==> src/rtl/pipelined_adder.sv <==
//-----------------------------------------------------------------------------
// PipelinedAdder (module pipelined_adder)
//
// Purpose:
//   WIDTH-bit adder split into STAGES = WIDTH/SLICE registered slices. Each
//   stage adds one SLICE-wide chunk of the operands plus the carry registered
//   by the previous stage. Operand bits that have not been added yet travel
//   forward with the beat, and finished sum bits are carried along too. As a
//   result, all slices of one beat leave the last stage together.
//   Flow control is a valid/ready handshake with a single global advance
//   enable. When the output holds a beat that is not consumed, the whole
//   pipeline freezes. Bubbles are kept and never collapsed.
//
// Parameters:
//   WIDTH  operand/sum width in bits (>= 4)
//   SLICE  bits added per stage (WIDTH must be a multiple of SLICE)
//
// Ports:
//   clk        clock, all state on the rising edge
//   rst_n      asynchronous active-low reset
//   in_valid   operand beat present
//   in_ready   beat accepted when in_valid && in_ready (equals advance enable)
//   a, b       operands
//   c_in       carry-in, sampled with a/b
//   out_valid  result beat present
//   out_ready  result consumed when out_valid && out_ready
//   s          low WIDTH bits of a+b+c_in
//   c_out      carry out of bit WIDTH-1
//   ovf        signed overflow, aligned with s (only with the macro below)
//
// Configuration:
//   Define PIPELINED_ADDER_OVF_EN to add the ovf output and its logic.
//-----------------------------------------------------------------------------
module pipelined_adder #(
    parameter int WIDTH = 16,
    parameter int SLICE = 4
) (
    input  logic             clk,
    input  logic             rst_n,
    input  logic             in_valid,
    output logic             in_ready,
    input  logic [WIDTH-1:0] a,
    input  logic [WIDTH-1:0] b,
    input  logic             c_in,
    output logic             out_valid,
    input  logic             out_ready,
    output logic [WIDTH-1:0] s,
`ifdef PIPELINED_ADDER_OVF_EN
    output logic             c_out,
    output logic             ovf
`else
    output logic             c_out
`endif
);

    localparam int STAGES = WIDTH / SLICE;
    localparam int MSB    = WIDTH - 1;

    generate
        if (WIDTH < 4 || SLICE < 1 || (WIDTH % SLICE) != 0) begin : g_badParams
            $error("pipelined_adder: WIDTH must be >= 4 and a multiple of SLICE");
        end
    endgenerate

    // Global advance enable shared by every stage.
    logic w_advance;

    // Per-stage inputs. Stage 0 takes them from the ports, and stage k takes
    // them from the registers of stage k-1.
    logic [WIDTH-1:0] w_aIn     [STAGES];
    logic [WIDTH-1:0] w_bIn     [STAGES];
    logic [WIDTH-1:0] w_sumIn   [STAGES];
    logic             w_carryIn [STAGES];
    logic             w_validIn [STAGES];

    // Per-stage slice result and the merged partial sum.
    logic [SLICE:0]   w_sliceSum [STAGES];
    logic [WIDTH-1:0] w_sumOut   [STAGES];

    // Stage registers. The operand copies hold the not-yet-added upper slices.
    // Lower bits that are already consumed are dead and get trimmed by synthesis.
    logic [WIDTH-1:0] r_aPipe   [STAGES];
    logic [WIDTH-1:0] r_bPipe   [STAGES];
    logic [WIDTH-1:0] r_sumPipe [STAGES];
    logic             r_carry   [STAGES];
    logic             r_valid   [STAGES];

    // The pipeline moves when the last stage is empty or is being drained.
    // This does not depend on in_valid.
    always_comb begin
        w_advance = !r_valid[STAGES-1] || out_ready;
        in_ready  = w_advance;
    end

    always_comb begin
        w_aIn[0]     = a;
        w_bIn[0]     = b;
        w_sumIn[0]   = '0;
        w_carryIn[0] = c_in;
        w_validIn[0] = in_valid && w_advance;
        for (int k = 1; k < STAGES; k++) begin
            w_aIn[k]     = r_aPipe[k-1];
            w_bIn[k]     = r_bPipe[k-1];
            w_sumIn[k]   = r_sumPipe[k-1];
            w_carryIn[k] = r_carry[k-1];
            w_validIn[k] = r_valid[k-1];
        end
    end

    // Each stage adds its own slice with a one-bit-wider result so that the
    // slice carry lands in the top bit. That sum is then merged into the
    // partial sum word that travels with the beat.
    always_comb begin
        for (int k = 0; k < STAGES; k++) begin
            w_sliceSum[k] = {1'b0, w_aIn[k][k*SLICE +: SLICE]}
                          + {1'b0, w_bIn[k][k*SLICE +: SLICE]}
                          + {{SLICE{1'b0}}, w_carryIn[k]};
            w_sumOut[k]   = w_sumIn[k];
            w_sumOut[k][k*SLICE +: SLICE] = w_sliceSum[k][SLICE-1:0];
        end
    end

    // When the pipeline is stalled, every stage keeps its value. Bubbles move
    // forward just like valid beats.
    always_ff @(posedge clk or negedge rst_n) begin
        if (!rst_n) begin
            for (int k = 0; k < STAGES; k++) begin
                r_valid[k]   <= 1'b0;
                r_carry[k]   <= 1'b0;
                r_aPipe[k]   <= '0;
                r_bPipe[k]   <= '0;
                r_sumPipe[k] <= '0;
            end
        end else if (w_advance) begin
            for (int k = 0; k < STAGES; k++) begin
                r_valid[k]   <= w_validIn[k];
                r_carry[k]   <= w_sliceSum[k][SLICE];
                r_aPipe[k]   <= w_aIn[k];
                r_bPipe[k]   <= w_bIn[k];
                r_sumPipe[k] <= w_sumOut[k];
            end
        end
    end

    always_comb begin
        out_valid = r_valid[STAGES-1];
        s         = r_sumPipe[STAGES-1];
        c_out     = r_carry[STAGES-1];
    end

`ifdef PIPELINED_ADDER_OVF_EN
    // The operand MSBs live in the last slice. Overflow is computed there, so
    // it is registered in step with s.
    logic w_ovfNext;
    logic r_ovf;

    always_comb begin
        w_ovfNext = (w_aIn[STAGES-1][MSB] == w_bIn[STAGES-1][MSB])
                 && (w_sumOut[STAGES-1][MSB] != w_aIn[STAGES-1][MSB]);
    end

    always_ff @(posedge clk or negedge rst_n) begin
        if (!rst_n) begin
            r_ovf <= 1'b0;
        end else if (w_advance) begin
            r_ovf <= w_ovfNext;
        end
    end

    always_comb begin
        ovf = r_ovf;
    end
`endif

endmodule

==> config.mk <==
export PLATFORM = sky130hd
export DESIGN_NAME = pipelined_adder
export DESIGN_NICKNAME = d
export VERILOG_FILES = /design/src/rtl/pipelined_adder.sv
export SDC_FILE = /design/constraint.sdc
export NUM_CORES = 1
export LEC_CHECK = 0
export ABC_AREA = 1
export CAP_MARGIN = 0
export CORE_MARGIN = 5
export CORE_UTILIZATION = 44
export DETAILED_ROUTE_END_ITERATION = 7
export PLACE_DENSITY = 0.66
export SYNTH_ARGS = -nofsm -noshare
export SYNTH_HDL_FRONTEND = slang
export SYNTH_SLANG_ARGS = --single-unit
==> constraint.sdc <==
create_clock -name clk -period 2.3 [get_ports clk]
set_clock_uncertainty 0.1 [all_clocks]
set_input_delay 0.345 -clock clk [delete_from_list [all_inputs] [get_ports clk]]
set_output_delay 0.345 -clock clk [all_outputs]
set_load 0.01 [all_outputs]
==> impl_results.md, run 1 <==
* DIE HEIGHT at 109 µm
* Worst-path cell chain: clkdlybuf4s50_1 > nor2_4 > inv_2 > clkdlybuf4s50_1
* Data required, critical path at 1.86 ns
* CTS Buf Count at 9
* Final ANT Viol Nets at 0
* Vias/cell at 4.60
* Gr usage total at 14.7%
* Sw power at 2.29 mW
* Most frequent cells in the layout: nand2_1 (208), dfrtp_1 (96), clkdlybuf4s50_1 (54), inv_1 (44), o21ai_0 (43)
* Synth top area cells: dfrtp_1 (56%), nand2_1 (18%), o21ai_0 (5.0%), inv_1 (3.8%), fa_1 (3.7%)
* Antenna cell count at 0
* Least-Margin Pin Slew at 0.435 ns
* Placeable Area at 9640 µm²
* Cell Pwr Density at 1220 nW/µm²
* Cell mode on critical path: clkdlybuf4s50_1
* Syn nets at 546
* Post_cts resized at 0
* Slew HR at 71.0%
* Net Sw Frac at 37.1%
* Worst slack, placed at 0.234 ns
* Syn-to-layout area delta at 18.0%
* Clk sinks at 96
* Non-Filler Instances at 664
* Worst VDD drop at 0.451 mV
* Final hold vios at 0
* Hpwl dp at 5.07 mm
* FF+latch count, synth at 96
* Fin crit share at 88.3%
* Number of cell rows at 36
* Initial core utilization at 44.5%
* Final setup viols at 0
* Post-synthesis cell type count at 16
* Worst path bufs/invs at 3
* Root Buffer: clkbuf_8
* Commonest non-fill, non-tap cell in the layout: nand2_1
* I/O Pins at 56
* Vias in the first global route at 3,064
* Number of remaining DRC errors at 0
* Syn Std Cell Area at 4290 µm²
* Static Leak at 2.57 nW
* Fin nets at 583
* Crit path kind: in2out
* Fillcell total at 953
* RSZ-0062 raised after global routing: false
* CTS Buffer Depth at 2
* Chip Width at 109 µm
* P_int at 3.88 mW
* CP max stage delay at 0.49 ns
* Cell family with most CP delay: buffers and inverters
* Final Util at 52.5%
* Final WS setup at 0.270 ns
* Met2 usage at 22.9%
* Register area at 2400 µm²
* Routed WL at 7.72 mm
* Flop pwr share at 45.2%
* H-tree levels at 3
* Share of cells above drive strength 1 at 4.71%
* Reg clk slew, reported paths at 0.09 ns
* Vias at 3,055
* Top-area cell type share of the netlist area at 56.0%
* CTS tree: done
* Grt met1 use at 20.1%
* Initial DRT Pass Iterations at 4
* Most Crowded Layer GR: met2
* Cts hold-fix bufs at 1
* Port Buffers at 55
* Final GP Congestion at 0.807
* Grt total ovfl at 0
* Routed WL per cell at 11.6 µm
* Setup TNS at 0 ns
* Slew Viols, Final at 0
* Avg Inst Size Synth at 8.77 µm²
* Worst setup SP type: primary input
* Combinational Power Share at 38.4%
* Post-layout min period at 2.03 ns
* Placed Cells at 647
* Register area share after synthesis at 56.0%
* Syn Inst Count at 489
* Initial antenna violation count at 0
* Top cell type by total area after synthesis: dfrtp_1
* Crit Path Max Fanout at 3
* DR iter-0 viols at 141
* Arrival time worst endpoint at 1.59 ns
* FMAX at 493 MHz
* Setup crit end kind: output pin
* Max cap viols at 0
* Synth Warn # at 0
* Multi-input logic area at 1500 µm²
* Largest net degree at the start of global routing at 98
* Number of setup buffers added after CTS at 0
* Cell with the largest stage delay on the worst path: clkdlybuf4s50_1
* Final hold slack at 0.360 ns
* Hold Path Class: reg2reg
* Status: complete, no violations
* Global routing met3 resource utilization at 2.96%
* First-pass GRT wire length at 13.8 mm
* Die area at 11,800 µm²
* Skew-Pair Late Insertion Delay at 0.36 ns
* Clock share of power at 16.4%
[cell usage after synthesis]
cell	count
clkbuf_1	8
ha_1	12
inv_1	44
buf_2	10
dfrtp_1	96
nor2_1	13
o21ai_1	1
o31ai_1	1
buf_4	18
nand3_1	17
nand2_1	208
inv_2	1
fa_1	8
nor2_4	1
o21ai_0	43
a21oi_1	8
[tightest hold or removal path: stages, from the launching register on]
cell	delay, ns
dfrtp_1	0.34
inv_1	0.04
nand2_1	0.05
[sequential cells by signal, summed over array words and instances, names as in the netlist]
| signal | count |
|---|---|
| r_aPipe | 24 |
| r_sumPipe | 24 |
| c_out | 1 |
| s | 16 |
| r_valid | 3 |
| out_valid | 1 |
| r_bPipe | 24 |
| r_carry | 3 |
[power by group through the flow]
stage	Sequential, mW	Clock (mW)	Combinational, mW
detailed placement	2.82	0	2.39
global route	2.89	1.13	2.77
global placement	2.80	0	2.31
CTS	2.79	1.05	2.41
finish	2.79	1.01	2.37
floorplan	2.74	0	1.80
[through the flow]
stage                     instance area (µm²)  total power [mW]
after floorplan                          4290              4.54
after global placement                   4870              5.11
after detailed placement                 4870              5.22
after CTS                                5060              6.25
after global routing                     5060              6.78
final                                    5060              6.17
[worst paths after layout]
check / startpoint / endpoint / slack (ns) / cells after the start
min in group asynchronous: rst_n / r_bPipe[56] / 0.37 / 2
worst max register to register: r_aPipe[28] / c_out / 0.42 / 6
worst min-delay path: r_valid[1] / out_valid / 0.36 / 2
worst min register to register: r_valid[1] / out_valid / 0.36 / 2
max in group asynchronous: rst_n / r_aPipe[30] / 1.13 / 3
worst max-delay path: out_ready / in_ready / 0.27 / 4
[routing by layer]
metal,wire [µm],vias to the layer above
met4,104,0
met1,3850,1439
met2,3480,50
met3,283,7
met5,0,-
li1,-,1559
[cell families after synthesis]
kind of cell / synth area share (%)
flip-flops: 56.0
AND/OR/NAND/NOR: 21.6
adder cells (fa/ha/maj): 7.23
AO/OA/AOI/OAI: 6.24
buffers and inverters: 8.95
[layout make-up]
cell class	instances	share of cell area (%)
multi-input cells	312	29.7
flip-flops and latches	96	47.4
inverters	45	3.34
well taps	133	3.29
repair buffers	62	12.7
clock inverters	6	0.865
clock buffers	10	2.72
(Power assumes the default switching activity.)
==> run 2, diff against run 1 <==
- CTS_CLUSTER_SIZE: default -> 16
==> results of run 2 <==
Same layout as run 1: the final DEF is identical, and so are final timing and power.
